<file path="src/rtl/ascon_pkg.sv">
// Shared constants and helpers for the Ascon datapath blocks.
package ascon_pkg;

    localparam int ASCON_OUT_DEPTH_DEFAULT = 4;

    // Wrap-around increment. DEPTH need not be a power of two, so the
    // pointer cannot simply roll over on its own width.
    function automatic logic [31:0] ascon_ptr_inc(input logic [31:0] ptr,
                                                  input logic [31:0] depth);
        return (ptr == depth - 32'd1) ? 32'd0 : ptr + 32'd1;
    endfunction

endpackage

</file>
<file path="src/rtl/ascon_fifo_ptr.sv">
// Pointer/count controller for the Ascon output FIFO.
module ascon_fifo_ptr
    import ascon_pkg::*;
#(
    parameter int DEPTH = ASCON_OUT_DEPTH_DEFAULT,
    localparam int PTR_W = (DEPTH > 1) ? $clog2(DEPTH) : 1,
    localparam int CNT_W = $clog2(DEPTH + 1)
) (
    input  logic             clk,
    input  logic             rst_n,
    input  logic             flush_i,
    input  logic             en_i,
    input  logic             ready_i,
    output logic             push_ok,
    output logic             pop_ok,
    output logic [PTR_W-1:0] wr_ptr,
    output logic [PTR_W-1:0] rd_ptr,
    output logic [CNT_W-1:0] count
);

    logic full;

    assign full = (count == CNT_W'(DEPTH));

    // Flush overrides both sides; a pop frees a slot for a write at full.
    assign pop_ok  = !flush_i && ready_i && (count != '0);
    assign push_ok = !flush_i && en_i && (!full || pop_ok);

    always_ff @(posedge clk) begin
        if (!rst_n || flush_i) begin
            wr_ptr <= '0;
            rd_ptr <= '0;
            count  <= '0;
        end else begin
            if (push_ok) wr_ptr <= PTR_W'(ascon_ptr_inc(32'(wr_ptr), 32'(DEPTH)));
            if (pop_ok)  rd_ptr <= PTR_W'(ascon_ptr_inc(32'(rd_ptr), 32'(DEPTH)));
            if (push_ok && !pop_ok)      count <= count + CNT_W'(1);
            else if (pop_ok && !push_ok) count <= count - CNT_W'(1);
        end
    end

endmodule

</file>
<file path="src/rtl/ascon_output_fifo.sv">
// Output buffer between the Ascon mode controller and the APB register file.
module ascon_output_fifo
    import ascon_pkg::*;
#(
    parameter int WIDTH = 64,
    parameter int DEPTH = ASCON_OUT_DEPTH_DEFAULT,
    localparam int PTR_W = (DEPTH > 1) ? $clog2(DEPTH) : 1,
    localparam int CNT_W = $clog2(DEPTH + 1)
) (
    input  logic             clk,
    input  logic             rst_n,
    input  logic             en_i,
    input  logic [WIDTH-1:0] data_i,
    input  logic             flush_i,
    output logic [WIDTH-1:0] data_o,
    output logic             valid_o,
    input  logic             ready_i,
    output logic [CNT_W-1:0] level_o,
    output logic             overflow_o,
    output logic             valid_pulse_o
);

    logic             push_ok;
    logic             pop_ok;
    logic [PTR_W-1:0] wr_ptr;
    logic [PTR_W-1:0] rd_ptr;
    logic [CNT_W-1:0] count;
    logic [WIDTH-1:0] mem [DEPTH];

    ascon_fifo_ptr #(.DEPTH(DEPTH)) u_ptr (
        .clk     (clk),
        .rst_n   (rst_n),
        .flush_i (flush_i),
        .en_i    (en_i),
        .ready_i (ready_i),
        .push_ok (push_ok),
        .pop_ok  (pop_ok),
        .wr_ptr  (wr_ptr),
        .rd_ptr  (rd_ptr),
        .count   (count)
    );

    always_ff @(posedge clk) begin
        if (push_ok) mem[wr_ptr] <= data_i;
    end

    // A write that is neither flushed nor accepted can only be a drop at full.
    always_ff @(posedge clk) begin
        if (!rst_n || flush_i) begin
            overflow_o    <= 1'b0;
            valid_pulse_o <= 1'b0;
        end else begin
            if (en_i && !push_ok) overflow_o <= 1'b1;
            valid_pulse_o <= push_ok;
        end
    end

    assign valid_o = (count != '0);
    assign level_o = count;
    assign data_o  = valid_o ? mem[rd_ptr] : '0;

endmodule

</file>
<file path="config.mk">
export PLATFORM = sky130hd
export DESIGN_NAME = ascon_output_fifo
export DESIGN_NICKNAME = d
export VERILOG_FILES = /design/src/rtl/ascon_pkg.sv /design/src/rtl/ascon_fifo_ptr.sv /design/src/rtl/ascon_output_fifo.sv
export SDC_FILE = /design/constraint.sdc
export NUM_CORES = 1
export LEC_CHECK = 0
export CORE_UTILIZATION = 49
export DETAILED_ROUTE_END_ITERATION = 16
export GPL_ROUTABILITY_DRIVEN = 0
export HOLD_SLACK_MARGIN = 0.12
export PLACE_DENSITY_LB_ADDON = 0.25
export SYNTH_ARGS = -nofsm -noshare
export SYNTH_HDL_FRONTEND = slang
export SYNTH_SLANG_ARGS = --single-unit
</file>
<file path="constraint.sdc">
create_clock -name clk -period 2.3 [get_ports clk]
set_clock_uncertainty 0.1 [all_clocks]
set_input_delay 0.46 -clock clk [delete_from_list [all_inputs] [get_ports clk]]
set_output_delay 0.46 -clock clk [all_outputs]
set_load 0.01 [all_outputs]
</file>
==> run summary, run 1 <==
====================================================================================================
Layout cell share with drive strength beyond 1                                                 40.8%
Startpoint of the most critical register-to-register path                               u_ptr.count[1]$_SDFFE_PP0P_
Sequential-to-total area share from yosys stat                                                 77.5%
Total power density per cell area                                                         756 mW/mm2
Initial antenna violation count                                                                    2
Post-Syn Instances                                                                               463
Post-route standard cell area excluding fillers                                           0.0135 mm2
Largest cells by area after synthesis                                                   sky130_fd_sc_hd__edfxtp_1, sky130_fd_sc_hd__mux4_2, sky130_fd_sc_hd__and2_1, sky130_fd_sc_hd__dfxtp_1, sky130_fd_sc_hd__ha_1
Worst slack at placement                                                                     -372 ps
Core Rows                                                                                         52
Post-Syn Area                                                                             0.0102 mm2
Hold Path Origin                                                                        overflow_o$_SDFFE_PP0P_
Data required time of the critical path                                                      1740 ps
Clock-pin slew reported for the worst setup and hold paths after clock tree synthesis          60 ps
Synth area leader                                                                       sky130_fd_sc_hd__edfxtp_1
Port Buffer Count                                                                                138
Library cell with the highest instance count after synthesis                            sky130_fd_sc_hd__edfxtp_1
Number of cells on the worst reg-to-reg path                                                       9
Synth top area share                                                                           75.3%
Violations in the final reports                                                         negative setup slack
Total routing usage reported by global routing                                                 19.2%
Total routed wirelength                                                                      20.0 mm
Mapped Avg Cell Area                                                                        22.1 um2
Number of levels the H-tree was split into                                                         1
Result of the run                                                                       finished with violations
Remaining number of nets flagged by the antenna check after routing                                0
Number of flops mapped to enable cells by yosys                                                  256
Hold Buf Count CTS                                                                                 0
Hold path depth                                                                                    2
Count of different cell masters after synthesis                                                   28
Leakage dissipation                                                                       0.00456 uW
Commonest register cell after synthesis                                                 sky130_fd_sc_hd__edfxtp_1
Slack of the worst reg-to-reg path                                                             60 ps
Clock root buffer                                                                       sky130_fd_sc_hd__clkbuf_16
IO Count                                                                                         139
Worst-skew pair later-pin latency                                                             510 ps
First-pass GRT wire length                                                                   30.8 mm
Total Neg Setup Slack                                                                      -13600 ps
Number of design-rule violations left by the first detailed-router iteration                     246
Die height                                                                                    146 um
Critical Path Start Type                                                                    register
Slack of the critical path                                                                   -299 ps
Critical Path Most Common Cell                                                          sky130_fd_sc_hd__buf_12
Die X-Extent                                                                                  146 um
Fin crit share                                                                                  113%
Maximum root-to-sink buffer count                                                                  3
Post-layout min period                                                                       2600 ps
HP Class                                                                                register to register
DIE AREA                                                                                  0.0214 mm2
Worst-path fanout max                                                                              5
Synth top cells by count                                                                sky130_fd_sc_hd__edfxtp_1, sky130_fd_sc_hd__and2_1, sky130_fd_sc_hd__mux4_2
Standard cell with the maximum stage delay on the critical path                         sky130_fd_sc_hd__mux4_2
Wirelength per Cell                                                                          21.1 um
Critical register-to-register path endpoint                                             u_ptr.count[2]$_SDFFE_PP0P_
Number of global-route vias before repair                                                       5441
Post-route DRC violation count                                                                     0
CTS sink count                                                                                   267
Yosys synthesis warning count                                                                      0
Final hold viol count                                                                              0
Maximum number of pins on one net before global-route repair                                      30
List of cells traversed by the critical path                                            buf_12 -> buf_12 -> buf_16 -> mux4_2 -> and2_4 -> buf_6
RSZ-0062 raised after global routing                                                            true
Final slew viol count                                                                              0
WP data arrival                                                                              2040 ps
Global-route congestion overflow total                                                             0
Total clock buffers created by CTS                                                                26
Net Count, Synth                                                                                 539
Least-Margin Pin Slew                                                                         469 ps
Maximum clock rate                                                                           385 MHz
Seq cells post-synth                                                                             267
TritonCTS clock tree                                                                           built
Max-cap violations                                                                                 0
Detailed-placement wirelength estimate                                                       11.4 mm
Initial standard-cell utilization of the core                                                  50.3%
End point of the worst hold path                                                        overflow_o$_SDFFE_PP0P_
Kind of end point of the critical path                                                  primary output
Crit-path max cell delay                                                                      500 ps
Final number of setup-violating endpoints                                                         64
Smallest hold slack                                                                           387 ps
Total cell area at the placement stage                                                    0.0123 mm2
Vias                                                                                            5032
Relative slew slack                                                                            68.6%
First-pass iteration count of the detailed router                                                  4
Worst setup path class                                                                  register to primary output
Proportion of register bits with asynchronous set or reset after synthesis                        0%
Core region area                                                                          0.0203 mm2
Via-per-instance ratio                                                                          5.31
Layout-stage area growth over the synthesis result                                             32.4%
Layout net count                                                                                 733
Worst vdd ir                                                                                  571 uV
====================================================================================================
placed cells by master, fill, tap and decap left out, types with 7 or more instances in the layout:
cell type,instances
sky130_fd_sc_hd__buf_6,43
sky130_fd_sc_hd__buf_12,28
sky130_fd_sc_hd__edfxtp_1,256
sky130_fd_sc_hd__mux4_2,64
sky130_fd_sc_hd__clkinv_1,9
sky130_fd_sc_hd__dfxtp_1,7
sky130_fd_sc_hd__buf_4,13
sky130_fd_sc_hd__clkdlybuf4s50_1,73
sky130_fd_sc_hd__and2_1,23
sky130_fd_sc_hd__and2_4,42
sky130_fd_sc_hd__buf_2,26
sky130_fd_sc_hd__clkbuf_16,27
critical path, delay by kind of cell, from the launching register on:
| kind | cells | cell delay [ps] |
|---|---|---|
| multiplexers | 1 | 500 |
| AND/OR/NAND/NOR | 1 | 160 |
| buffers and inverters | 4 | 470 |
| flip-flops | 1 | 400 |
final cells by class:
type / instances / area, um2
tap: 270 / 338
clock buffer: 29 / 683
antenna: 1 / 2.50
fill: 1345 / 6780
inverter: 4 / 15.0
multi-input combinational: 170 / 2320
sequential: 267 / 7920
clock inverter: 18 / 113
timing repair buffer: 188 / 2130
metrics by stage:
step                      instances  total power, uW  utilization (%)
after detailed placement        880             6300             60.7
after global routing            946            10500             66.6
after CTS                       949            10300             66.6
after global placement          880             6270             60.7
final                           947            10200             66.6
after floorplan                 463             5830                -
worst max path at each step:
stage	startpoint	to
floorplan	ready_i	u_ptr.count[2]$_SDFFE_PP0P_
global placement	ready_i	u_ptr.count[2]$_SDFFE_PP0P_
detailed placement	ready_i	u_ptr.count[2]$_SDFFE_PP0P_
CTS	register	data_o[6]
global route	register	data_o[49]
finish	register	data_o[49]
cell families (layout without fill, tap and decap cells):
logic type                 after synthesis  in the layout  share of synthesized area (%)
AOI/OAI and AO/OA                        7              7                          0.515
xor gates and xnor gates                 2              2                          0.172
adders and majority gates                7              7                          0.931
buffers and inverters                   26            239                           1.27
DFF                                    267            267                           77.5
muxes                                   66             66                           14.3
other                                    0              1                              0
and+or+nand+nor                         88             88                           5.34
sequential cells by signal (all words and copies together) (netlist names), named ones only:
register       count
valid_pulse_o      1
overflow_o         1
u_ptr.count        3
mem              256
u_ptr.wr_ptr       2
u_ptr.rd_ptr       2
layer usage:
| layer | routed length, um | GRT usage (%) | vias up | share of wire, % |
|---|---|---|---|---|
| li1 | - | - | 2263 | - |
| met3 | 916 | 3.38 | 32 | 4.6 |
| met5 | 0 | 0 | - | 0 |
| met1 | 8460 | 25.9 | 2611 | 42 |
| met2 | 10200 | 32.4 | 126 | 51 |
| met4 | 383 | 5.16 | 0 | 1.9 |
repair_timing:
| item | in CTS | in global routing |
|---|---|---|
| pin swaps | 51 | 7 |
| gates resized for setup | 335 | 33 |
| cloned | 9 | 0 |
| setup endpoints to repair | 65 | 66 |
| buffers inserted | 13 | 3 |
power by group:
group | total, uW | switching [uW] | internal (uW)
logic | 894 | 377 | 516
registers | 5430 | 19.8 | 5410
clock network | 3900 | 1670 | 2240
Power figures use the tool's default switching activity.
==> run 2, diff against run 1 <==
- CORE_UTILIZATION: 49 -> 55
- DONT_BUFFER_PORTS: default -> 1
- REMOVE_ABC_BUFFERS: default -> 1
==> run summary, run 2 (same netlist as run 1, synthesis figures left out) <==
====================================================================================================
Total clock buffers created by CTS                                                                26
Slack of the worst reg-to-reg path                                                            -70 ps
Maximum clock rate                                                                           404 MHz
IO Count                                                                                         139
First-pass GRT wire length                                                                   29.5 mm
TritonCTS clock tree                                                                           built
Crit path buffers/inverters                                                                        2
RSZ-0062 raised after global routing                                                            true
Number of design-rule violations left by the first detailed-router iteration                     311
Detailed-placement wirelength estimate                                                       10.2 mm
Max reg flops                                                                                    256
Worst setup path class                                                                  register to primary output
Biggest regs                                                                            mem (256), u_ptr.count (3)
Leakage dissipation                                                                       0.00424 uW
WP data arrival                                                                              1920 ps
Layout-stage area growth over the synthesis result                                             26.5%
Number of global-route vias before repair                                                       5134
Violations in the final reports                                                         design-rule violations, negative setup slack
Clock Power Share                                                                              39.7%
Total routed wirelength                                                                      20.5 mm
Initial standard-cell utilization of the core                                                  56.5%
Fill cells                                                                                      1079
Total cell area at the placement stage                                                    0.0107 mm2
Via-per-instance ratio                                                                          5.86
Least-Margin Pin Slew                                                                         422 ps
Global-route congestion overflow total                                                             0
Relative slew slack                                                                            71.8%
Leading cell type in the layout, fill and taps excluded                                 sky130_fd_sc_hd__edfxtp_1
Result of the run                                                                       finished with violations
Inserted Diodes                                                                                    0
Die X-Extent                                                                                  138 um
Critical Path Start Type                                                                    register
Wirelength per Cell                                                                          24.9 um
Internal power summed over all cells                                                         8290 uW
Final slew viol count                                                                              0
Die height                                                                                    138 um
Total power density per cell area                                                         800 mW/mm2
Share of total power consumed by net switching                                                 19.8%
Hold Path Origin                                                                               rst_n
Number of cells on the worst reg-to-reg path                                                       8
Worst-path fanout max                                                                              5
Total routing usage reported by global routing                                                 20.6%
Crit-path max cell delay                                                                      530 ps
Slack of the critical path                                                                   -175 ps
Path length in cells of the critical path                                                          4
Clock root buffer                                                                       sky130_fd_sc_hd__clkbuf_16
HP Class                                                                                primary input to register
Post-route DRC violation count                                                                    15
Sequential share of power                                                                      52.5%
Core region area                                                                          0.0181 mm2
Worst-skew pair later-pin latency                                                             510 ps
Final total power                                                                           10300 uW
Part of the total power dissipated in combinational logic                                       7.8%
Maximum root-to-sink buffer count                                                                  3
Startpoint of the most critical register-to-register path                               u_ptr.count[2]$_SDFFE_PP0P_
Post-layout min period                                                                       2480 ps
Maximum number of pins on one net before global-route repair                                      43
First-pass iteration count of the detailed router                                                 11
List of cells traversed by the critical path                                            buf_4 -> buf_12 -> mux4_2 -> and2_4
Standard cell with the maximum stage delay on the critical path                         sky130_fd_sc_hd__mux4_2
Fin crit share                                                                                  108%
Net Sw Power                                                                                 2050 uW
Clock-pin slew reported for the worst setup and hold paths after clock tree synthesis          60 ps
Vias                                                                                            4843
Port Buffer Count                                                                                  0
CTS sink count                                                                                   267
Cell class contributing the biggest share of worst-path delay                           multiplexers
Layout cell share with drive strength beyond 1                                                 38.5%
Data required time of the critical path                                                      1740 ps
Remaining number of nets flagged by the antenna check after routing                                0
Number of levels the H-tree was split into                                                         1
Total Neg Setup Slack                                                                       -8140 ps
Initial antenna violation count                                                                    0
Final hold viol count                                                                              0
Critical path endpoint                                                                    data_o[46]
Register with the most flip-flops                                                                mem
Worst vdd ir                                                                                  688 uV
Post-route standard cell area excluding fillers                                           0.0129 mm2
Critical register-to-register path endpoint                                             u_ptr.count[2]$_SDFFE_PP0P_
Layout net count                                                                                 657
DIE AREA                                                                                  0.0191 mm2
Max-cap violations                                                                                 0
Kind of end point of the critical path                                                  primary output
Core Rows                                                                                         49
Final number of setup-violating endpoints                                                         65
Commonest cells after routing, fill and taps aside                                      sky130_fd_sc_hd__edfxtp_1, sky130_fd_sc_hd__dlygate4sd3_1, sky130_fd_sc_hd__and2_4
====================================================================================================
## run 2: cell count changes in the layout (fill, tap and decap cells not counted), moves of 6 or more
cell and delta:
sky130_fd_sc_hd__buf_12 -16, sky130_fd_sc_hd__and2_1 -23, sky130_fd_sc_hd__clkdlybuf4s50_1 -73, sky130_fd_sc_hd__and2_4 +23, sky130_fd_sc_hd__buf_6 -36, sky130_fd_sc_hd__dlygate4sd3_1 +68, sky130_fd_sc_hd__clkbuf_16 +6, sky130_fd_sc_hd__buf_2 -26
## run 2: final cells by class
cell class              count  area (um2)  share of cell area [%]
clock buffers              30         687                    5.32
multi-input cells         171        2390                    18.5
inverters                   4        15.0                   0.116
flip-flops and latches    267        7920                    61.4
repair buffers            111        1470                    11.4
clock inverters            14         140                    1.09
well taps                 229         287                    2.22
## run 2: worst min-delay path by stage
stage	to	slack [ps]	cells past startpoint
after global placement	u_ptr.wr_ptr[1]$_SDFFE_PP0P_	380	2
after floorplan	register	360	2
after detailed placement	register	400	2
after global routing	u_ptr.wr_ptr[1]$_SDFFE_PP0P_	210	3
final	u_ptr.count[2]$_SDFFE_PP0P_	200	2
after CTS	register	170	3
## run 2: stage by stage
stage               utilization [%]  std cells  setup slack (ps)  hold WS (ps)
global route                   71.4        826              -227           207
global placement               59.2        690              73.4           380
finish                         71.4        826              -175           202
floorplan                         -        441             -1820           363
detailed placement             59.2        690              32.2           398
CTS                            69.8        814              -183           169
## run 2: power groups by stage
| stage | combinational (uW) | sequential (uW) | clock, uW |
|---|---|---|---|
| floorplan | 274 | 5550 | 0 |
| global placement | 398 | 5530 | 0 |
| detailed placement | 405 | 5540 | 0 |
| CTS | 673 | 5430 | 4160 |
| global route | 853 | 5430 | 4350 |
| finish | 806 | 5430 | 4100 |
## run 2: routing by layer
metal  GRT usage (%)  up-vias  wire (um)
met5               0        -          0
met4            4.97        0        249
met3            4.68       17       1490
met2            35.4      162      10600
met1            27.0     2541       8170
li1                -     2123          -
## run 2: what timing repair did
item,CTS,global route
hold buffers,68,0
gates cloned,7,9
resized for setup,74,25
endpoints found under the hold margin,260,0
setup endpoints to repair,65,67
setup buffers,5,3
pin swaps,3,55
==> run 3, diff against run 2 <==
- CORE_UTILIZATION: 55 -> 30
==> run summary, run 3 (same netlist as run 1, synthesis figures left out) <==
====================================================================================================
Worst slack at placement                                                                    -24.4 ps
IO Count                                                                                         139
Vias                                                                                            4869
Via-per-instance ratio                                                                          4.61
Detailed-placement wirelength estimate                                                       11.8 mm
Total routed wirelength                                                                      22.8 mm
Maximum root-to-sink buffer count                                                                  3
Initial standard-cell utilization of the core                                                  30.4%
Total routing usage reported by global routing                                                 13.3%
WP data arrival                                                                              2010 ps
Fin crit share                                                                                  112%
Max-cap violations                                                                                 0
Wirelength per Cell                                                                          21.6 um
Met2 track utilization from global routing                                                     23.5%
Number of global-route vias before repair                                                       5557
List of cells traversed by the critical path                                            buf_12 -> buf_12 -> buf_16 -> mux4_2 -> and2_4
Violations in the final reports                                                         negative setup slack
Standard cell with the maximum stage delay on the critical path                         sky130_fd_sc_hd__mux4_2
Commonest cells after routing, fill and taps aside                                      sky130_fd_sc_hd__edfxtp_1, sky130_fd_sc_hd__dlygate4sd3_1, sky130_fd_sc_hd__and2_4
Initial antenna violation count                                                                    1
Layout-stage area growth over the synthesis result                                             29.5%
Hold Path Origin                                                                             ready_i
Critical Path Most Common Cell                                                          sky130_fd_sc_hd__buf_12
Critical Path Start Type                                                                    register
Number of design-rule violations left by the first detailed-router iteration                     207
Worst setup path class                                                                  register to primary output
Register with the most flip-flops                                                                mem
Die X-Extent                                                                                  186 um
Kind of end point of the critical path                                                  primary output
Global-route congestion overflow total                                                             0
GR Layer Usage met3                                                                            2.80%
Port Buffer Count                                                                                  0
First-pass iteration count of the detailed router                                                  4
Total clock buffers created by CTS                                                                30
Worst-skew pair later-pin latency                                                             570 ps
Startpoint of the most critical register-to-register path                               u_ptr.count[1]$_SDFFE_PP0P_
Slack of the critical path                                                                   -266 ps
Total power density per cell area                                                         796 mW/mm2
Biggest regs                                                                            mem (256), u_ptr.count (3)
Post-route DRC violation count                                                                     0
Layout net count                                                                                 659
Fill cells                                                                                      3051
Final hold viol count                                                                              0
Worst-path fanout max                                                                              6
Final number of setup-violating endpoints                                                         65
Data required time of the critical path                                                      1740 ps
Number of levels the H-tree was split into                                                         1
Die height                                                                                    186 um
CTS sink count                                                                                   267
Clock-pin slew reported for the worst setup and hold paths after clock tree synthesis          60 ps
Core Rows                                                                                         67
Leading cell type in the layout, fill and taps excluded                                 sky130_fd_sc_hd__edfxtp_1
Most crowded layer after global routing                                                         met2
Least-Margin Pin Slew                                                                         437 ps
Worst vdd ir                                                                                  492 uV
Hold path depth                                                                                    3
Core region area                                                                          0.0335 mm2
Maximum clock rate                                                                           390 MHz
Final slew viol count                                                                              0
HP Class                                                                                primary input to register
Post-layout min period                                                                       2570 ps
Maximum number of pins on one net before global-route repair                                      36
Crit-path max cell delay                                                                      530 ps
Met1 capacity usage during global routing                                                      16.4%
First-pass GRT wire length                                                                   34.5 mm
Post-route standard cell area excluding fillers                                           0.0132 mm2
Max reg flops                                                                                    256
Result of the run                                                                       finished with violations
Remaining number of nets flagged by the antenna check after routing                                0
Layout cell share with drive strength beyond 1                                                 37.7%
RSZ-0062 raised after global routing                                                            true
Relative slew slack                                                                            70.8%
Total cell area at the placement stage                                                    0.0110 mm2
Leakage dissipation                                                                       0.00424 uW
Total Neg Setup Slack                                                                      -13380 ps
Number of cells on the worst reg-to-reg path                                                       8
TritonCTS clock tree                                                                           built
DIE AREA                                                                                  0.0348 mm2
Clock root buffer                                                                       sky130_fd_sc_hd__clkbuf_16
====================================================================================================
-- run 3: changes by cell type in the layout (fill, tap and decap cells not counted), moves of 2 or more --
cell	change
sky130_fd_sc_hd__bufinv_16	-2
sky130_fd_sc_hd__clkinv_2	-2
sky130_fd_sc_hd__clkbuf_16	-2
sky130_fd_sc_hd__buf_4	+4
sky130_fd_sc_hd__buf_6	-5
sky130_fd_sc_hd__clkinv_1	+6
sky130_fd_sc_hd__clkbuf_1	+4
sky130_fd_sc_hd__buf_12	+5
-- run 3: path summary, 6_finish.rpt --
| check | to | slack, ps |
|---|---|---|
| worst max-delay path | data_o[9] | -270 |
| worst min register to register | u_ptr.wr_ptr[1]$_SDFFE_PP0P_ | 410 |
| worst max register to register | u_ptr.count[1]$_SDFFE_PP0P_ | -20 |
| worst min-delay path | register | 150 |
-- run 3: metal layers --
layer,vias up,wire [um]
met5,-,0
met4,0,409
met3,32,1160
met2,116,12000
met1,2590,9200
li1,2131,-
-- run 3: timing repair --
item | 4_1_cts | 5_1_grt
hold buffers | 68 | 0
resized for setup | 89 | 5
gates cloned | 10 | 1
setup buffers | 9 | 2
endpoints found under the hold margin | 261 | 0
pin swaps | 40 | 9
setup endpoints to repair | 66 | 67
-- run 3: power by group --
| part | switching (uW) | leakage, uW | internal [uW] |
|---|---|---|---|
| combinational | 372 | 0.00139 | 412 |
| sequential | 20.7 | 0.00242 | 5410 |
| clock | 1820 | 0.000438 | 2490 |
-- run 3: critical path: cells and delay by family (launching register included) --
family	cells	cell delay, ps
mux	1	530
buf+inv	3	380
flops	1	370
simple gates	1	170
-- run 3: layout make-up --
type                    count  area, um2  share of cell area [%]
flip-flops and latches    267       7920                    59.9
multi-input cells         170       2390                    18.1
repair buffers            110       1430                    10.8
clock buffers              37        777                    5.88
well taps                 448        561                    4.24
clock inverters            19        125                   0.946
inverters                   4       15.0                   0.114
diodes                      1       2.50                  0.0189
-- run 3: through the flow --
step	power [uW]	utilization, %	instances	hold slack [ps]
CTS	10700	39.5	1055	124
global route	10900	39.4	1055	156
detailed placement	5960	32.8	912	396
floorplan	5820	-	441	363
finish	10500	39.4	1056	150
global placement	5950	32.8	912	382
